### config.mk
export PLATFORM = sky130hd
export DESIGN_NAME = mem_bus_arbiter
export DESIGN_NICKNAME = d
export VERILOG_FILES = /design/src/rtl/mem_bus_arbiter.sv
export SDC_FILE = /design/constraint.sdc
export NUM_CORES = 1
export LEC_CHECK = 0
export ABC_CLOCK_PERIOD_IN_PS = 1700
export BUFFER_PORTS_ARGS = -buffer_cell sky130_fd_sc_hd__buf_4
export CAP_MARGIN = 0
export CORE_MARGIN = 5
export CORE_UTILIZATION = 43
export CTS_CLUSTER_DIAMETER = 100
export CTS_CLUSTER_SIZE = 28
export DETAILED_ROUTE_END_ITERATION = 16
export MAX_ROUTING_LAYER = met4
export PLACE_DENSITY_LB_ADDON = 0.15
export SKIP_CTS_REPAIR_TIMING = 1
export SLEW_MARGIN = 20
export SYNTH_ARGS = -nofsm -noshare
export SYNTH_HDL_FRONTEND = slang
export SYNTH_SLANG_ARGS = --single-unit
### constraint.sdc
create_clock -name clk -period 1.7 [get_ports clk]
set_input_delay 0.085 -clock clk [delete_from_list [all_inputs] [get_ports clk]]
set_output_delay 0.085 -clock clk [all_outputs]
set_load 0.01 [all_outputs]
### src/rtl/mem_bus_arbiter.sv
// Three-requester arbiter for a time-multiplexed memory bus (fetch, load, store) with fetch
// anti-starvation. Optional one-entry posted store buffer enabled by defining STORE_BUF_EN.
module mem_bus_arbiter #(
  parameter int unsigned ADDR_W     = 10,
  parameter int unsigned DATA_W     = 12,
  parameter int unsigned BUS_W      = 12,
  parameter int unsigned READ_LAT   = 1,
  parameter int unsigned STARVE_MAX = 3
) (
  input  logic              clk,
  input  logic              rst,
  input  logic              fetch_valid,
  input  logic [ADDR_W-1:0] fetch_addr,
  output logic              fetch_ready,
  input  logic              load_valid,
  input  logic [ADDR_W-1:0] load_addr,
  output logic              load_ready,
  input  logic              store_valid,
  input  logic [ADDR_W-1:0] store_addr,
  input  logic [DATA_W-1:0] store_data,
  output logic              store_ready,
  output logic              rsp_valid,
  output logic              rsp_id,
  output logic [DATA_W-1:0] rsp_data,
  output logic              bus_active,
  output logic              bus_rw,
  output logic              bus_commit,
  output logic [BUS_W-1:0]  bus_payload,
  input  logic [BUS_W-1:0]  mem_in,
  output logic              busy
);

  localparam int unsigned StW = (STARVE_MAX < 1) ? 1 : $clog2(STARVE_MAX + 1);

  typedef enum logic [2:0] {StIdle, StAddr, StRdWait, StRdRsp, StStData} state_e;

  state_e            state_q, state_d;
  logic [ADDR_W-1:0] addr_q, addr_d;
  logic [DATA_W-1:0] data_q, data_d;
  logic              id_q, id_d;
  logic              rw_q, rw_d;
  logic [1:0]        lat_q, lat_d;
  logic [StW-1:0]    starve_q, starve_d;

  logic              arb_en, fetch_forced;
  logic              gnt_fetch, gnt_load, gnt_store, gnt_drain, load_hit;
  logic [ADDR_W-1:0] wr_addr;
  logic [DATA_W-1:0] wr_data;

  // Readies are only offered in IDLE and are held low while reset is asserted.
  assign arb_en       = rst && (state_q == StIdle);
  assign fetch_forced = fetch_valid && (starve_q == StW'(STARVE_MAX));
  assign fetch_ready  = gnt_fetch;
  assign load_ready   = gnt_load;
  assign busy         = (state_q != StIdle);

`ifdef STORE_BUF_EN
  logic              sb_valid_q, sb_valid_d;
  logic [ADDR_W-1:0] sb_addr_q, sb_addr_d;
  logic [DATA_W-1:0] sb_data_q, sb_data_d;

  always_comb begin
    gnt_fetch = 1'b0;
    gnt_load  = 1'b0;
    gnt_drain = 1'b0;
    if (arb_en) begin
      if (fetch_forced)    gnt_fetch = 1'b1;
      else if (load_valid) gnt_load  = 1'b1;
      else if (sb_valid_q) gnt_drain = 1'b1;
      else if (fetch_valid) gnt_fetch = 1'b1;
    end
  end

  assign gnt_store   = 1'b0;
  assign load_hit    = sb_valid_q && (load_addr == sb_addr_q);
  // A store may refill the buffer in the very cycle its previous content is handed to the bus.
  assign store_ready = rst && (!sb_valid_q || gnt_drain);
  assign wr_addr     = sb_addr_q;
  assign wr_data     = sb_data_q;

  always_comb begin
    sb_valid_d = sb_valid_q;
    sb_addr_d  = sb_addr_q;
    sb_data_d  = sb_data_q;
    if (gnt_drain) sb_valid_d = 1'b0;
    if (store_valid && store_ready) begin
      sb_valid_d = 1'b1;
      sb_addr_d  = store_addr;
      sb_data_d  = store_data;
    end
  end

  always_ff @(posedge clk or negedge rst) begin
    if (!rst) begin
      sb_valid_q <= 1'b0;
      sb_addr_q  <= '0;
      sb_data_q  <= '0;
    end else begin
      sb_valid_q <= sb_valid_d;
      sb_addr_q  <= sb_addr_d;
      sb_data_q  <= sb_data_d;
    end
  end
`else
  always_comb begin
    gnt_fetch = 1'b0;
    gnt_load  = 1'b0;
    gnt_store = 1'b0;
    if (arb_en) begin
      if (fetch_forced)     gnt_fetch = 1'b1;
      else if (store_valid) gnt_store = 1'b1;
      else if (load_valid)  gnt_load  = 1'b1;
      else if (fetch_valid) gnt_fetch = 1'b1;
    end
  end

  assign gnt_drain   = 1'b0;
  assign load_hit    = 1'b0;
  assign store_ready = gnt_store;
  assign wr_addr     = store_addr;
  assign wr_data     = store_data;
`endif

  always_comb begin
    state_d     = state_q;
    addr_d      = addr_q;
    data_d      = data_q;
    id_d        = id_q;
    rw_d        = rw_q;
    lat_d       = lat_q;
    starve_d    = starve_q;
    bus_active  = 1'b0;
    bus_rw      = 1'b0;
    bus_commit  = 1'b0;
    bus_payload = '0;
    rsp_valid   = 1'b0;
    rsp_id      = 1'b0;
    rsp_data    = '0;
    unique case (state_q)
      StIdle: begin
        if (gnt_store || gnt_drain) begin
          addr_d  = wr_addr;
          data_d  = wr_data;
          rw_d    = 1'b1;
          state_d = StAddr;
        end else if (gnt_load && load_hit) begin
          data_d  = wr_data;
          id_d    = 1'b1;
          state_d = StRdRsp;
        end else if (gnt_load || gnt_fetch) begin
          addr_d  = gnt_load ? load_addr : fetch_addr;
          id_d    = gnt_load;
          rw_d    = 1'b0;
          state_d = StAddr;
        end
        if (gnt_fetch) begin
          starve_d = '0;
        end else if (arb_en && fetch_valid && (starve_q != StW'(STARVE_MAX))) begin
          starve_d = starve_q + 1'b1;
        end
      end
      StAddr: begin
        bus_active  = 1'b1;
        bus_rw      = rw_q;
        bus_payload = BUS_W'(addr_q);
        lat_d       = '0;
        state_d     = rw_q ? StStData : StRdWait;
      end
      StRdWait: begin
        if (lat_q == 2'(READ_LAT - 1)) begin
          data_d  = mem_in[DATA_W-1:0];
          state_d = StRdRsp;
        end else begin
          lat_d = lat_q + 1'b1;
        end
      end
      StRdRsp: begin
        rsp_valid = 1'b1;
        rsp_id    = id_q;
        rsp_data  = data_q;
        state_d   = StIdle;
      end
      StStData: begin
        bus_active  = 1'b1;
        bus_rw      = 1'b1;
        bus_commit  = 1'b1;
        bus_payload = BUS_W'(data_q);
        state_d     = StIdle;
      end
      default: state_d = StIdle;
    endcase
  end

  always_ff @(posedge clk or negedge rst) begin
    if (!rst) begin
      state_q  <= StIdle;
      addr_q   <= '0;
      data_q   <= '0;
      id_q     <= 1'b0;
      rw_q     <= 1'b0;
      lat_q    <= '0;
      starve_q <= '0;
    end else begin
      state_q  <= state_d;
      addr_q   <= addr_d;
      data_q   <= data_d;
      id_q     <= id_d;
      rw_q     <= rw_d;
      lat_q    <= lat_d;
      starve_q <= starve_d;
    end
  end

endmodule
After elaboration in Yosys (flattened, before gate mapping)

Index checks and enable logic that the tools add are counted.

Flip-flop bits (word level): 31
Input port bits: 59
Output and inout bits: 33
Word-level logic and storage cells: 75

Add/subtract/negate cells: 2
Eq/ne operators: 10
Mux-type cells: 36
Bitwise logic cells: 1
Reduce and logical (&&, ||, !) cells: 19

Operator list:

| operator                                      | number |
|---|---|
| case mux 12 bit (2 select lines)              | 2 |
| two-way mux 12 bit                            | 3 |
| two-way mux 10 bit                            | 3 |
| two-way mux 1 bit                             | 18 |
| two-way mux 3 bit                             | 4 |
| case mux 3 bit (3 select lines)               | 1 |
| != test 2 bit, second input constant          | 4 |
| AND reduction 2 bit                           | 4 |
| nonzero test 2 bit                            | 4 |
| == test 3 x 2 -> 1 bit, second input constant | 2 |
| two-way mux 2 bit                             | 3 |
| AND reduction 3 bit                           | 2 |
| adder 2 x 1 -> 2 bit, second input constant   | 2 |
| logical AND 1 bit                             | 4 |
| case mux 2 bit (2 select lines)               | 1 |
| == test 3 x 1 -> 1 bit, second input constant | 1 |
| == test 3 bit, second input constant          | 1 |
| logical NOT 3 bit                             | 1 |
| != test 3 x 2 -> 1 bit, second input constant | 1 |
| nonzero test 3 bit                            | 1 |
| == test 2 bit, second input constant          | 1 |
| logical NOT 2 bit                             | 1 |
| case mux 1 bit (2 select lines)               | 1 |
| OR reduction 2 bit                            | 1 |
| 2 further kinds                               | 2 |

Depth between registers and ports, before layout

Gate-level depths: netlist of the first run.

Depth in word-level cells: 9
Depth in mapped cells: 6
Gate-level depth less buffers: 5

Worst setup path after synthesis of the first run

OpenSTA, ideal clock, no wires.

Path kind: register -> register
From: register state_q[0]
To: register data_q[0]
Arrival time: 1.640 ns
Slack: -0.066 ns
Cell stages (with the launch flop): 6
Buffers on the path: 2
Clock period less this slack: 1.766 ns
Cell sequence: dfrtp_1 > buf_6 > nor3b_1 > buf_2 > mux2_2 > mux2_4

Longest elaborated chain between the ends: 5
Elaborated cells between the ends (all ways): 9
Classes of those cells: 3 x eq/ne; 2 x mux; 4 x reduce/logical

RTL lines:

| element                       | RTL line | source |
|---|---|---|
| start: declaration            | 37       | `state_e state_q, state_d;` |
| start signal: assignment      | 196      | `state_q <= StIdle;` |
| start signal: assignment      | 204      | `state_q <= state_d;` |
| logical NOT 3 bit             | 51, 139  |  |
| logical AND 1 bit             | 51       | `assign arb_en = rst && (state_q == StIdle);` |
| two-way mux 1 bit             | 109      | `if (arb_en) begin` |
| != test 2 bit (no line)       | -        |  |
| AND reduction 3 bit (no line) | -        |  |
| end signal: assignment        | 206      | `data_q <= data_d;` |
| end: declaration              | 39       | `logic [DATA_W-1:0] data_q, data_d;` |

Parallel ways exist; a longest one is shown, timed or not.
A chain may end at the register's enable or synchronous reset.

Final worst setup path of the first run

From: register state_q[2]
To: output port bus_payload[5]

Longest elaborated chain between the ends: 2
Elaborated cells between the ends (all ways): 3
Classes of those cells: 2 x eq/ne; 1 x mux

RTL lines:

| element                                                        | RTL line | source |
|---|---|---|
| == test 3 bit / == test 3 x 1 -> 1 bit (equally long branches) | 139      | `unique case (state_q)` |
| case mux 12 bit (2 select lines) (*)                           | 139      |  |
| end: declaration                                               | 28       | `output logic [BUS_W-1:0] bus_payload,` |

Every way passes the cells marked *; elsewhere a longest branch is shown, timed or not.

==> results of run 1 <==
[cell usage after synthesis]
master                      instances  area share, %
sky130_fd_sc_hd__o2bb2ai_1          2           0.85
sky130_fd_sc_hd__mux2_4            10            7.3
sky130_fd_sc_hd__a32o_2             1           0.55
sky130_fd_sc_hd__buf_6              3            1.6
sky130_fd_sc_hd__nor4b_4            1            1.2
sky130_fd_sc_hd__a2bb2oi_2          1           0.73
sky130_fd_sc_hd__ha_1               2            1.2
sky130_fd_sc_hd__and3_1            16            4.9
sky130_fd_sc_hd__a21boi_0           1           0.37
sky130_fd_sc_hd__mux2_2            45             25
sky130_fd_sc_hd__nor2_1            16            2.9
sky130_fd_sc_hd__dfrtp_1           31             38
sky130_fd_sc_hd__o21bai_1           1           0.37
sky130_fd_sc_hd__and3b_1            1           0.43
sky130_fd_sc_hd__and3_2             1           0.37
sky130_fd_sc_hd__o21ai_0            1           0.24
sky130_fd_sc_hd__o31a_2             1           0.49
sky130_fd_sc_hd__buf_2              2           0.49
sky130_fd_sc_hd__or2_2              1           0.30
sky130_fd_sc_hd__nor2b_1            2           0.61
sky130_fd_sc_hd__o21a_1             2           0.73
sky130_fd_sc_hd__a41o_1             1           0.49
sky130_fd_sc_hd__and2_1             4            1.2
sky130_fd_sc_hd__clkbuf_1           7            1.3
sky130_fd_sc_hd__nor3b_1            1           0.37
sky130_fd_sc_hd__inv_1              3           0.55
sky130_fd_sc_hd__nor3_1             2           0.49
sky130_fd_sc_hd__a22oi_1           11            4.0
sky130_fd_sc_hd__mux2i_1            2           0.97
sky130_fd_sc_hd__o22a_1             1           0.43
sky130_fd_sc_hd__a21o_1             1           0.37
sky130_fd_sc_hd__buf_12             1           0.97
sky130_fd_sc_hd__nand2_1            3           0.55
sky130_fd_sc_hd__and2b_1            1           0.37
[power by group through the flow]
stage | Sequential (W) | Clock [W] | Combinational [W]
global route | 0.00145 | 0.000674 | 0.00296
floorplan | 0.00126 | 0 | 0.00165
detailed placement | 0.00138 | 0 | 0.00237
finish | 0.00141 | 0.000629 | 0.00275
CTS | 0.00137 | 0.000651 | 0.00238
global placement | 0.00137 | 0 | 0.00233
[logic make-up (layout without fill, tap and decap cells)]
logic type	count (synthesis)	in the layout	synth area share, %
mux	57	57	32.9
flops	31	31	37.7
simple gates	49	49	13.6
fa+ha+maj	2	2	1.22
buf+inv	16	123	4.93
compound gates	24	24	9.61
[worst paths after layout]
| check | endpoint | slack (ns) |
|---|---|---|
| max | bus_payload[5] | -0.05 |
| min | starve_q[1] | 0.13 |
| max reg2reg | data_q[4] | 0.02 |
| min reg2reg | lat_q[0] | 0.49 |
| max in group asynchronous | state_q[1] | 1.02 |
| min in group asynchronous | lat_q[0] | 0.37 |
[final cells by class]
cell class	instances	area (sq um)	share of cell area [%]
tap	54	67.6	2.15
clock buffer	8	100	3.19
inverter	3	11.3	0.359
sequential	31	778	24.8
multi-input combinational	132	1250	39.8
timing repair buffer	112	935	29.8
[sequential cells by signal, indices dropped and copies added, names as in the netlist]
register and count:
starve_q 2, id_q 1, data_q 12, state_q 3, addr_q 10, lat_q 2, rw_q 1
[per-stage QoR]
| stage | TNS [ns] | utilization, % | setup slack (ns) | hold slack, ns | power (W) |
|---|---|---|---|---|---|
| 3_5_place_dp | -0.467 | 60.3 | -0.0520 | 0.154 | 0.00374 |
| 6_report | -0.192 | 66.9 | -0.0492 | 0.132 | 0.00479 |
| 2_1_floorplan | 0 | - | 0.00890 | -0.211 | 0.00292 |
| 4_1_cts | -2.19 | 62.4 | -0.159 | -0.150 | 0.00440 |
| 5_1_grt | -2.16 | 66.9 | -0.0956 | 0.151 | 0.00508 |
| 3_3_place_gp | -0.0249 | 60.3 | -0.00454 | 0.156 | 0.00370 |
[worst reg2reg max path, cell delays in order, from the launching register on]
cell and delay (ns):
sky130_fd_sc_hd__dfrtp_1 0.43, sky130_fd_sc_hd__buf_4 0.16, sky130_fd_sc_hd__nor3b_2 0.17, sky130_fd_sc_hd__buf_6 0.19
sky130_fd_sc_hd__mux2_2 0.37, sky130_fd_sc_hd__mux2_4 0.25
[metal layers]
metal | vias up | share of wire, % | wire (um)
li1 | 867 | - | -
met1 | 843 | 46 | 2570
met2 | 62 | 47 | 2610
met3 | 7 | 6.4 | 359
met4 | 0 | 1.2 | 65
met5 | - | 0 | 0
==> summary by stage, run 1 <==
Final layout
The count of nets after finishing is 346. After filler insertion, the fill cell instance count of the layout stands at 375. Cells with a size suffix above 1 make up 68.2% of the layout. Leaving out fill and tap cells, the most frequent cells in the layout are sky130_fd_sc_hd__buf_4, sky130_fd_sc_hd__mux2_2, sky130_fd_sc_hd__dfrtp_1, sky130_fd_sc_hd__and3_1, sky130_fd_sc_hd__nor2_1.

The library cell used most frequently in the layout, excluding fill and tap cells, is sky130_fd_sc_hd__buf_4. The area overhead of the layout relative to synthesis is 52.7%. The design area is 0.00314 sq mm. The final instance count without filler cells is 340. The number of antenna repair diodes is 0.

Outcome
The flow ran to the end, but the final reports show violations. The final reports fail on setup timing.

Setup path
The worst setup path is launched from a register. STA puts the critical path data arrival time at 1.66 ns. The critical path's largest stage delay is 0.44 ns. The beginning of the critical path is state_q[2]. In this run the critical register-to-register path is launched from state_q[0]. STA puts the critical path data required time at 1.62 ns. Together, buffers and inverters on the worst path number 3. The number of cells on the critical path is 6. STA classifies the critical path endpoint as a primary output. The signal on the critical path passes through buf_6, and2b_4, buf_12, a22oi_2, nor2_1, buf_4. Broken down by cell family, the worst path's largest delay share belongs to simple AND/OR/NAND/NOR gates. The slowest cell on the critical path is sky130_fd_sc_hd__dfrtp_2. The category of the critical setup timing path is reg -> out. The number of cells on the worst reg-to-reg path is 5. The largest fanout of any net on the critical path is 7.

STA
The number of max-slew violations in the final report is 0. The number of failing hold endpoints at the final stage is 0. The worst slew margin relative to its limit is 73.5%. Setup violations remaining at the end of the flow were counted as 17. Across all setup checks in the final design, the least slack found is -0.0492 ns. For the final database, setup skew stands at 0.00380 ns.

Setup repair after global routing could not meet its margin everywhere. The final period demand of the worst path is 1.75 ns. Derived from the worst setup path, the maximum achievable clock frequency is 572 MHz. The final critical path takes up 103% of the cycle.

For the pin with the worst max-slew slack, the measured transition is 0.397 ns.

Place
Detailed placement finished with a half-perimeter wire length of 4100 um. The placed cell area is 0.00283 sq mm. The port buffer count is 91.

The number of placed instances with taps included is 322. The global placer's final weighted congestion is 0.811.

Clocking
For this design, the sink count on the clock tree is 31. After clock tree synthesis, the clock-pin slew on the worst setup and hold paths is 0.06 ns. The clock tree root buffer cell is sky130_fd_sc_hd__clkbuf_8.

The H-tree was split into 2 levels. In this run, CTS created clock tree buffers numbering 5. At the later pin of the worst-skew pair, clock insertion delay measures 0.28 ns. The CTS tree is built.

The number of buffers on the longest clock path is 2.

Power and ir drop
The analysis attributes to net switching a power of 0.00166 W. The fraction of power consumed by the clock network is 13.1%. The relative contribution of combinational cells to total power is 57.5%. The sequential cell fraction of total power is 29.4%.

The peak ir drop on the vdd network is 0.706 mV. The analysis attributes to cell leakage a power of 1.54 nW. The internal power consumption is 0.00313 W. For this design the ratio of total power to cell area is 1520 mW/mm^2. In this run switching power makes up 34.6% of total power.

Job
The number of violations of the max-capacitance limit is 0.

Yosys
The post-synthesis net count is 240. The Yosys warning count is 0. The cell count after synthesis came out at 179. The part of the Yosys area used for sequential elements is 37.7%. The synthesized area divided by synthesized cell count is 11.5 sq um. The number of storage elements in the synthesis netlist is 31. The total standard cell area after synthesis is 0.00206 sq mm. The post-synthesis cell type count is 34.

GRT
Global routing used 23.7% of the available met1 tracks. For this run the aggregate overflow at the end of global routing stands at 0. The met3 track demand over resource in global routing is 4.76%. The number of global-route vias before repair is 1768. The layer flagged by global routing as most heavily used is met2. The initial antenna violation count is 0. The global-route total usage across every layer is 18.1%. The first global-routing pass estimated 8610 um of wire. For met2 alone, demand over resource in global routing was 27.7%. Entering global routing, the biggest net connects 32 pins.

Min path
The worst hold path belongs to the class in -> reg. The launch instance of the worst min-delay path is fetch_valid. Along the worst hold path, the cell count comes to 2.

Routing
The average via count per standard cell is 5.23. The DRC violation count after routing is 0. The residual antenna-violating net count after detailed routing is 0.

The total length of routed wires is 5600 um. The routed layout has 1779 vias. The number of DRC markers in iteration 0 is 57. The first TritonRoute pass finished after 4 iterations. The average wire per cell in the routed design is 16.5 um.

Floorplanning
The starting density of the core is 43.8%. The area of the core is 0.00469 sq mm. 92 I/O pins were placed. The floorplan step set the die height to 79.2 um. The floorplan has 25 rows. The die covers 0.00627 sq mm. The chip width is 79.2 um.
No activity file was read; power rests on OpenSTA's default activity.
==> run 2, diff against run 1 <==
--- a/config.mk
+++ b/config.mk
@@ -5,11 +5,11 @@
 export SDC_FILE = /design/constraint.sdc
 export NUM_CORES = 1
 export LEC_CHECK = 0
-export ABC_CLOCK_PERIOD_IN_PS = 1700
+export ABC_CLOCK_PERIOD_IN_PS = 1900
 export BUFFER_PORTS_ARGS = -buffer_cell sky130_fd_sc_hd__buf_4
 export CAP_MARGIN = 0
 export CORE_MARGIN = 5
-export CORE_UTILIZATION = 43
+export CORE_UTILIZATION = 47
 export CTS_CLUSTER_DIAMETER = 100
 export CTS_CLUSTER_SIZE = 28
 export DETAILED_ROUTE_END_ITERATION = 16
==> constraint.sdc (replaced) <==
create_clock -name clk -period 1.9 [get_ports clk]
set_input_delay 0.095 -clock clk [delete_from_list [all_inputs] [get_ports clk]]
set_output_delay 0.095 -clock clk [all_outputs]
set_load 0.01 [all_outputs]
==> summary by stage, run 2 (synthesized netlist as in run 1, its figures left out) <==
STA
The final critical-path setup slack is 0.117 ns (+0.167 ns). Setup repair after global routing left no endpoint under its margin. The aggregate negative setup slack is 0 ns (+0.192 ns). The largest clock skew in the final design is 0.00207 ns (-0.00172 ns).

The number of max-slew violations in the final report is 0 (unchanged). The number of failing hold endpoints at the final stage is 0 (unchanged). The worst slew margin relative to its limit was 74.2% (+0.74 points). The final period demand of the worst path is 1.78 ns.

The period utilization is 93.8%. For this run, the top clock speed supported by timing is 561 MHz. The number of endpoints failing setup at the final stage is 0 (-17). The transition at the pin with the smallest max-transition slack is 0.386 ns (-0.0110 ns).

Min path
The end point of the worst hold path is starve_q[1]. The launch instance of the worst min-delay path is fetch_valid. The worst min-delay path category is in -> reg. The instance count along the most critical hold path is 2 (unchanged).

Setup path
The category of the critical setup timing path is reg -> out. Walking the worst path, the cells encountered are nor4b_4, buf_4, and3b_1, and2_1, buf_4. The startpoint of the most critical register-to-register path is state_q[0]. The count of buffer and inverter cells on the critical path came to 2 (-1). The number of cells on the worst reg-to-reg path was 5 (unchanged). The critical path's largest stage delay is 0.49 ns (+0.05 ns). On the critical path, the stage with the largest delay is an instance of sky130_fd_sc_hd__dfrtp_2. The worst setup path is captured at a primary output.

The dominant cell type by count on the critical path is sky130_fd_sc_hd__buf_4. The worst setup path is launched from a register. The cell family contributing the most delay on the critical path is simple AND/OR/NAND/NOR gates. The largest fanout of any net on the critical path came to 10 (+3). The worst path required time was 1.80 ns (+0.18 ns). The arrival time of data at the critical path endpoint was 1.69 ns (+0.03 ns). The endpoint identified for the worst register-to-register timing path is data_q[2].

The reg2reg setup slack was 0.13 ns (+0.11 ns).

Final layout
More flip-flops sit in one register than any other, and that register is data_q. The fill cell total of the finished layout is 368 (-1.9%). The flip-flop count of the largest register, all copies and words added is 12 (unchanged). The largest registers in the layout are data_q x12, addr_q x10, state_q x3. In the layout the commonest cells are sky130_fd_sc_hd__buf_4, sky130_fd_sc_hd__mux2_2, sky130_fd_sc_hd__dfrtp_1, sky130_fd_sc_hd__and3_1, sky130_fd_sc_hd__nor2_1. The count of nets after finishing is 336 (-2.9%). The area taken by flip-flops and latches is 778 sq um (unchanged).

The area of combinational cells with multiple inputs was 0.00119 sq mm (-5.0%). Compared with the post-synthesis result, the final layout area differs by 42.0%. The number of antenna repair diodes is 0 (unchanged). The share of cells above drive strength 1 is 62.9% (-5.3 points). The design area is 0.00292 sq mm (-7.0%). The share of the core filled with cells in the final layout came to 68.0% (+1.1 points). The library cell used most frequently in the layout, excluding fill and tap cells, is sky130_fd_sc_hd__buf_4.

Routing
The total length of routed wires was 5080 um (-9.4%). The detailed-routing iteration count for the pre-antenna-repair pass came to 4 (unchanged). The DRC violation count after routing was 0 (unchanged). The total number of vias is 1735 (-2.5%). The residual antenna-violating net count after detailed routing is 0 (unchanged).

The number of DRC markers in iteration 0 is 51 (-11%). The average via count per standard cell is 5.31 (+1.4%). The average wire per cell in the routed design was 15.5 um (-5.8%).

Floorplanning
The vertical die dimension is 76.2 um (-3.8%). The number of top-level design ports was 92 (unchanged). The area of the core is 0.00429 sq mm (-8.5%). The die footprint is 0.00580 sq mm (-7.5%). The row count is 24 (-4.0%).

The chip width is 76.2 um (-3.8%). The starting density of the core was 47.9% (+4.1 points).

Place
The port buffer count is 91 (unchanged). The placed cell area is 0.00281 sq mm (-0.57%). The final HPWL from detailed placement was 4050 um (-1.0%).

The global placer's final weighted congestion is 0.846 (+4.4%). The worst slack at placement came to 0.145 ns (+0.197 ns).

Clocking
The clock-pin slew reported for the worst setup and hold paths after clock tree synthesis was 0.06 ns (about the same). The level count of the clock H-tree is 2 (unchanged). TritonCTS built the clock tree. The number of clock buffers inserted by TritonCTS is 5 (unchanged). The number of buffers on the longest clock path is 2 (unchanged).

The clock latency of the later-clocked register in the worst-skew pair is 0.27 ns (about the same). The clock tree root buffer cell is sky130_fd_sc_hd__clkbuf_8. The clock net sink count came to 31 (unchanged).

GRT
The largest net degree at the start of global routing is 32 (unchanged). The met3 track demand over resource in global routing came to 6.74% (+2.0 points). The met2 global-route usage was 28.6% (+0.90 points). The global-route total usage across every layer is 18.6% (+0.50 points). The global routing stage identified its most utilized layer as met2. The first-pass GRT wire length came to 8860 um (+2.9%). The fraction of met1 tracks used by global routing is 23.6% (-0.18 points).

The global-route congestion overflow total was 0 (unchanged). The number of global-route vias before repair came to 1866 (+5.5%). The initial antenna violation count came to 0 (unchanged).

Power and ir drop
The overall power consumption is 0.00382 W (-20%). The relative contribution of combinational cells to total power is 54.4% (-3.1 points). The switching share of total power is 34.7% (+0.061 points).

The power per standard cell area is 1310 mW/mm^2 (-14%). The switching power summed over all nets is 0.00133 W (-20%). The peak ir drop on the vdd network is 0.819 mV (+16%). The sequential cell fraction of total power is 32.3% (+2.9 points). The internal power consumption is 0.00250 W (-20%). The leakage power figure was 1.47 nW (-4.9%).

The fraction of power consumed by the clock network is 13.3% (+0.2 points).

Outcome
The run finished with clean final reports.

Job
The number of violations of the max-capacitance limit is 0 (unchanged).
-- run 2: area by class of cell --
class | count | area share (%)
Multi-Input combinational cell | 132 | 40.6
Timing Repair Buffer | 102 | 27.2
Sequential cell | 31 | 26.6
Clock buffer | 6 | 2.83
Tap cell | 52 | 2.23
Inverter | 3 | 0.385
Clock inverter | 1 | 0.171
-- run 2: worst reg2reg max path, delay by kind of cell (launching register included) --
family / cells / cell delay [ns]
flip-flops: 1 / 0.49
AND/OR/NAND/NOR: 1 / 0.33
multiplexers: 1 / 0.34
AO/OA/AOI/OAI: 1 / 0.19
buffers and inverters: 2 / 0.31
-- run 2: power groups by stage --
stage               clock network, W  registers (W)  logic [W]
floorplan                          0        0.00113    0.00146
global placement                   0        0.00124    0.00205
detailed placement                 0        0.00125    0.00209
CTS                         0.000519        0.00124    0.00210
global route                0.000545        0.00129    0.00228
finish                      0.000507        0.00124    0.00208
-- run 2: worst max-delay path by stage --
stage,startpoint,end,slack (ns),cells after the start
3_3_place_gp,starve_q[0],addr_q[5],0.21,5
3_5_place_dp,state_q[0],data_q[2],0.14,4
4_1_cts,state_q[2],bus_rw,0.02,4
6_report,state_q[0],load_ready,0.12,5
5_1_grt,state_q[0],load_ready,0.001,5
2_1_floorplan,state_q[0],data_q[0],0.13,5
-- run 2: layer usage --
metal	vias up	routed length [um]
li1	852	-
met1	815	2300
met2	66	2330
met3	2	413
met4	0	30
met5	-	0
-- run 2: metrics by stage --
stage                     std cells  hold WS [ns]
final                           327         0.145
after global routing            327         0.156
after CTS                       325        -0.138
after detailed placement        318         0.159
after global placement          318         0.159
after floorplan                 179        -0.201
==> run 3, diff against run 2 <==
--- a/config.mk
+++ b/config.mk
@@ -15,6 +15,7 @@
 export DETAILED_ROUTE_END_ITERATION = 16
 export MAX_ROUTING_LAYER = met4
 export PLACE_DENSITY_LB_ADDON = 0.15
+export SETUP_SLACK_MARGIN = 0.15
 export SKIP_CTS_REPAIR_TIMING = 1
 export SLEW_MARGIN = 20
 export SYNTH_ARGS = -nofsm -noshare
==> summary by stage, run 3 (synthesized netlist as in run 1, its figures left out) <==
GRT
The first-pass GRT wire length was 8610 um (-2.8%). The initial antenna violation count is 0 (unchanged). The number of global-route vias before repair is 1774 (-4.9%).

The global-route total usage across every layer was 18.4% (-0.20 points). The largest net degree at the start of global routing is 32 (unchanged). The global-route congestion overflow total is 0 (unchanged).

Routing
The average wire per cell in the routed design is 15.3 um (-1.3%). The number of DRC markers in iteration 0 came to 41 (-20%). The detailed-routing iteration count for the pre-antenna-repair pass is 4 (unchanged). The total number of vias is 1752 (+0.98%). The residual antenna-violating net count after detailed routing was 0 (unchanged). The total length of routed wires was 5120 um (+0.85%).

The average via count per standard cell came to 5.25 (-1.1%). The DRC violation count after routing was 0 (unchanged).

Setup path
The arrival time of data at the critical path endpoint was 1.90 ns (+0.21 ns). The signal on the critical path passes through nor4b_4, buf_4, a32o_2, buf_12, mux2_2. The slowest cell on the critical path is sky130_fd_sc_hd__dfrtp_2. Tracing the worst setup path back leads to its startpoint at state_q[2]. The category of the critical setup timing path is reg -> reg. The number of cells on the worst reg-to-reg path is 5 (unchanged).

The worst setup path is captured at a register. The largest fanout of any net on the critical path is 12 (+2). The worst path required time was 2.06 ns (+0.26 ns).

The critical path's largest stage delay is 0.46 ns (-0.03 ns). The startpoint of the most critical register-to-register path is state_q[2]. STA classifies the critical path startpoint as a register.

Final layout
The area growth from synthesis to layout is 45.9%. The area of combinational cells with multiple inputs is 0.00120 sq mm (+1.2%). The area taken by flip-flops and latches came to 779 sq um (+0.16%). The design area is 0.00300 sq mm (+2.7%). The count of nets after finishing is 343 (+2.1%).

In the layout the commonest cells are sky130_fd_sc_hd__buf_4, sky130_fd_sc_hd__mux2_2, sky130_fd_sc_hd__dfrtp_1, sky130_fd_sc_hd__and3_1, sky130_fd_sc_hd__nor2_1. Leaving out fill and tap cells, the most frequent cell in the layout is sky130_fd_sc_hd__buf_4. The share of cells above drive strength 1 came to 65.2% (+2.3 points). The share of the core filled with cells in the final layout is 69.9% (+1.8 points). The number of antenna repair diodes was 0 (unchanged). Ranked by flip-flop count, first place goes to data_q. The fill cell total of the finished layout is 330 (-10%). The flip-flop count of the largest register, all copies and words added is 12 (unchanged). The largest registers in the layout are data_q x12, addr_q x10, state_q x3.

Place
The final HPWL from detailed placement is 3980 um (-1.9%). The placed cell area is 0.00281 sq mm (-0.18%). The port buffer count is 91 (unchanged). The global placer's final weighted congestion came to 0.750 (-11%).

STA
The number of failing hold endpoints at the final stage is 0 (unchanged). The transition at the pin with the smallest max-transition slack is 0.384 ns (-0.00238 ns). The achievable clock frequency came to 573 MHz (+2.2%). Setup repair after global routing could not meet its margin everywhere. The largest clock skew in the final design is 0.00405 ns (+0.00197 ns). The tightest hold margin is 0.148 ns (+0.00312 ns).

The number of max-slew violations in the final report is 0 (unchanged). The number of endpoints failing setup at the final stage is 0 (unchanged). The final period demand of the worst path is 1.74 ns (-0.0389 ns). The aggregate negative setup slack is 0 ns (unchanged). The period utilization is 91.8% (-2.0 points). The worst slew margin relative to its limit is 74.4% (+0.16 points).

Floorplanning
The number of top-level design ports is 92 (unchanged). The die footprint is 0.00580 sq mm (unchanged). The area of the core is 0.00429 sq mm (unchanged). The vertical die dimension is 76.2 um (unchanged). The starting density of the core is 47.9% (unchanged). The chip width was 76.2 um (unchanged). The row count is 24 (unchanged).

Clocking
The clock-pin slew reported for the worst setup and hold paths after clock tree synthesis is 0.06 ns (about the same). The number of buffers on the longest clock path is 2 (unchanged). TritonCTS built the clock tree. The level count of the clock H-tree is 2 (unchanged).

The clock net sink count was 31 (unchanged). The number of clock buffers inserted by TritonCTS came to 5 (unchanged). The clock latency of the later-clocked register in the worst-skew pair came to 0.27 ns (about the same). The clock tree root buffer cell is sky130_fd_sc_hd__clkbuf_8.

Job
The number of violations of the max-capacitance limit is 0 (unchanged).

Outcome
The flow ran to the end, and the final reports show no timing, DRC or antenna violations.

Power and ir drop
The power per standard cell area came to 1310 mW/mm^2 (+0.36%). The leakage power figure is 1.50 nW (+2.5%). The peak ir drop on the vdd network came to 0.692 mV (-16%).

Min path
The worst min-delay path category is in -> reg. The instance count along the most critical hold path is 2 (unchanged). The launch instance of the worst min-delay path is fetch_valid.
## run 3: cell types whose count changed in the layout (fill, tap and decap cells not counted), sizes merged
cell / delta
buf: +7
clkinvlp: +1
inv: -1
## run 3: stage by stage
step,total power (W),worst slack [ns],instances
floorplan,0.00260,0.170,179
global placement,0.00326,0.213,319
detailed placement,0.00331,0.181,319
CTS,0.00381,-0.00635,326
global route,0.00423,0.104,334
finish,0.00394,0.156,334
## run 3: critical path, delay by kind of cell, from the launching register on
family / cells / cell delay [ns]
buf+inv: 2 / 0.32
compound gates: 1 / 0.19
mux: 1 / 0.34
flops: 1 / 0.46
simple gates: 1 / 0.32
## run 3: path summary, 6_finish.rpt
| check | slack [ns] | endpoint |
|---|---|---|
| worst max-delay path | 0.16 | data_q[2] |
| worst min-delay path | 0.15 | starve_q[1] |
| worst max register to register | 0.16 | data_q[2] |
| worst min register to register | 0.49 | id_q |
| max in group asynchronous | 1.20 | state_q[0] |
| min in group asynchronous | 0.40 | lat_q[1] |
## run 3: per-layer routing
metal  share of wire (%)  track usage, %
met1                  45            24.0
met2                  46            27.3
met3                 8.0            6.50
met4                0.98            4.72
met5                   0               -
## run 3: power by group
| group | switching, W | internal [W] |
|---|---|---|
| Clock | 0.000215 | 0.000283 |
| Sequential | 0.000262 | 0.000982 |
| Combinational | 0.000872 | 0.00133 |
## run 3: area by class of cell
type	count	area share [%]
multi-input cells	132	40.0
repair buffers	109	28.4
flip-flops and latches	31	26.0
clock buffers	6	2.75
well taps	52	2.17
inverters	3	0.500
clock inverters	1	0.167
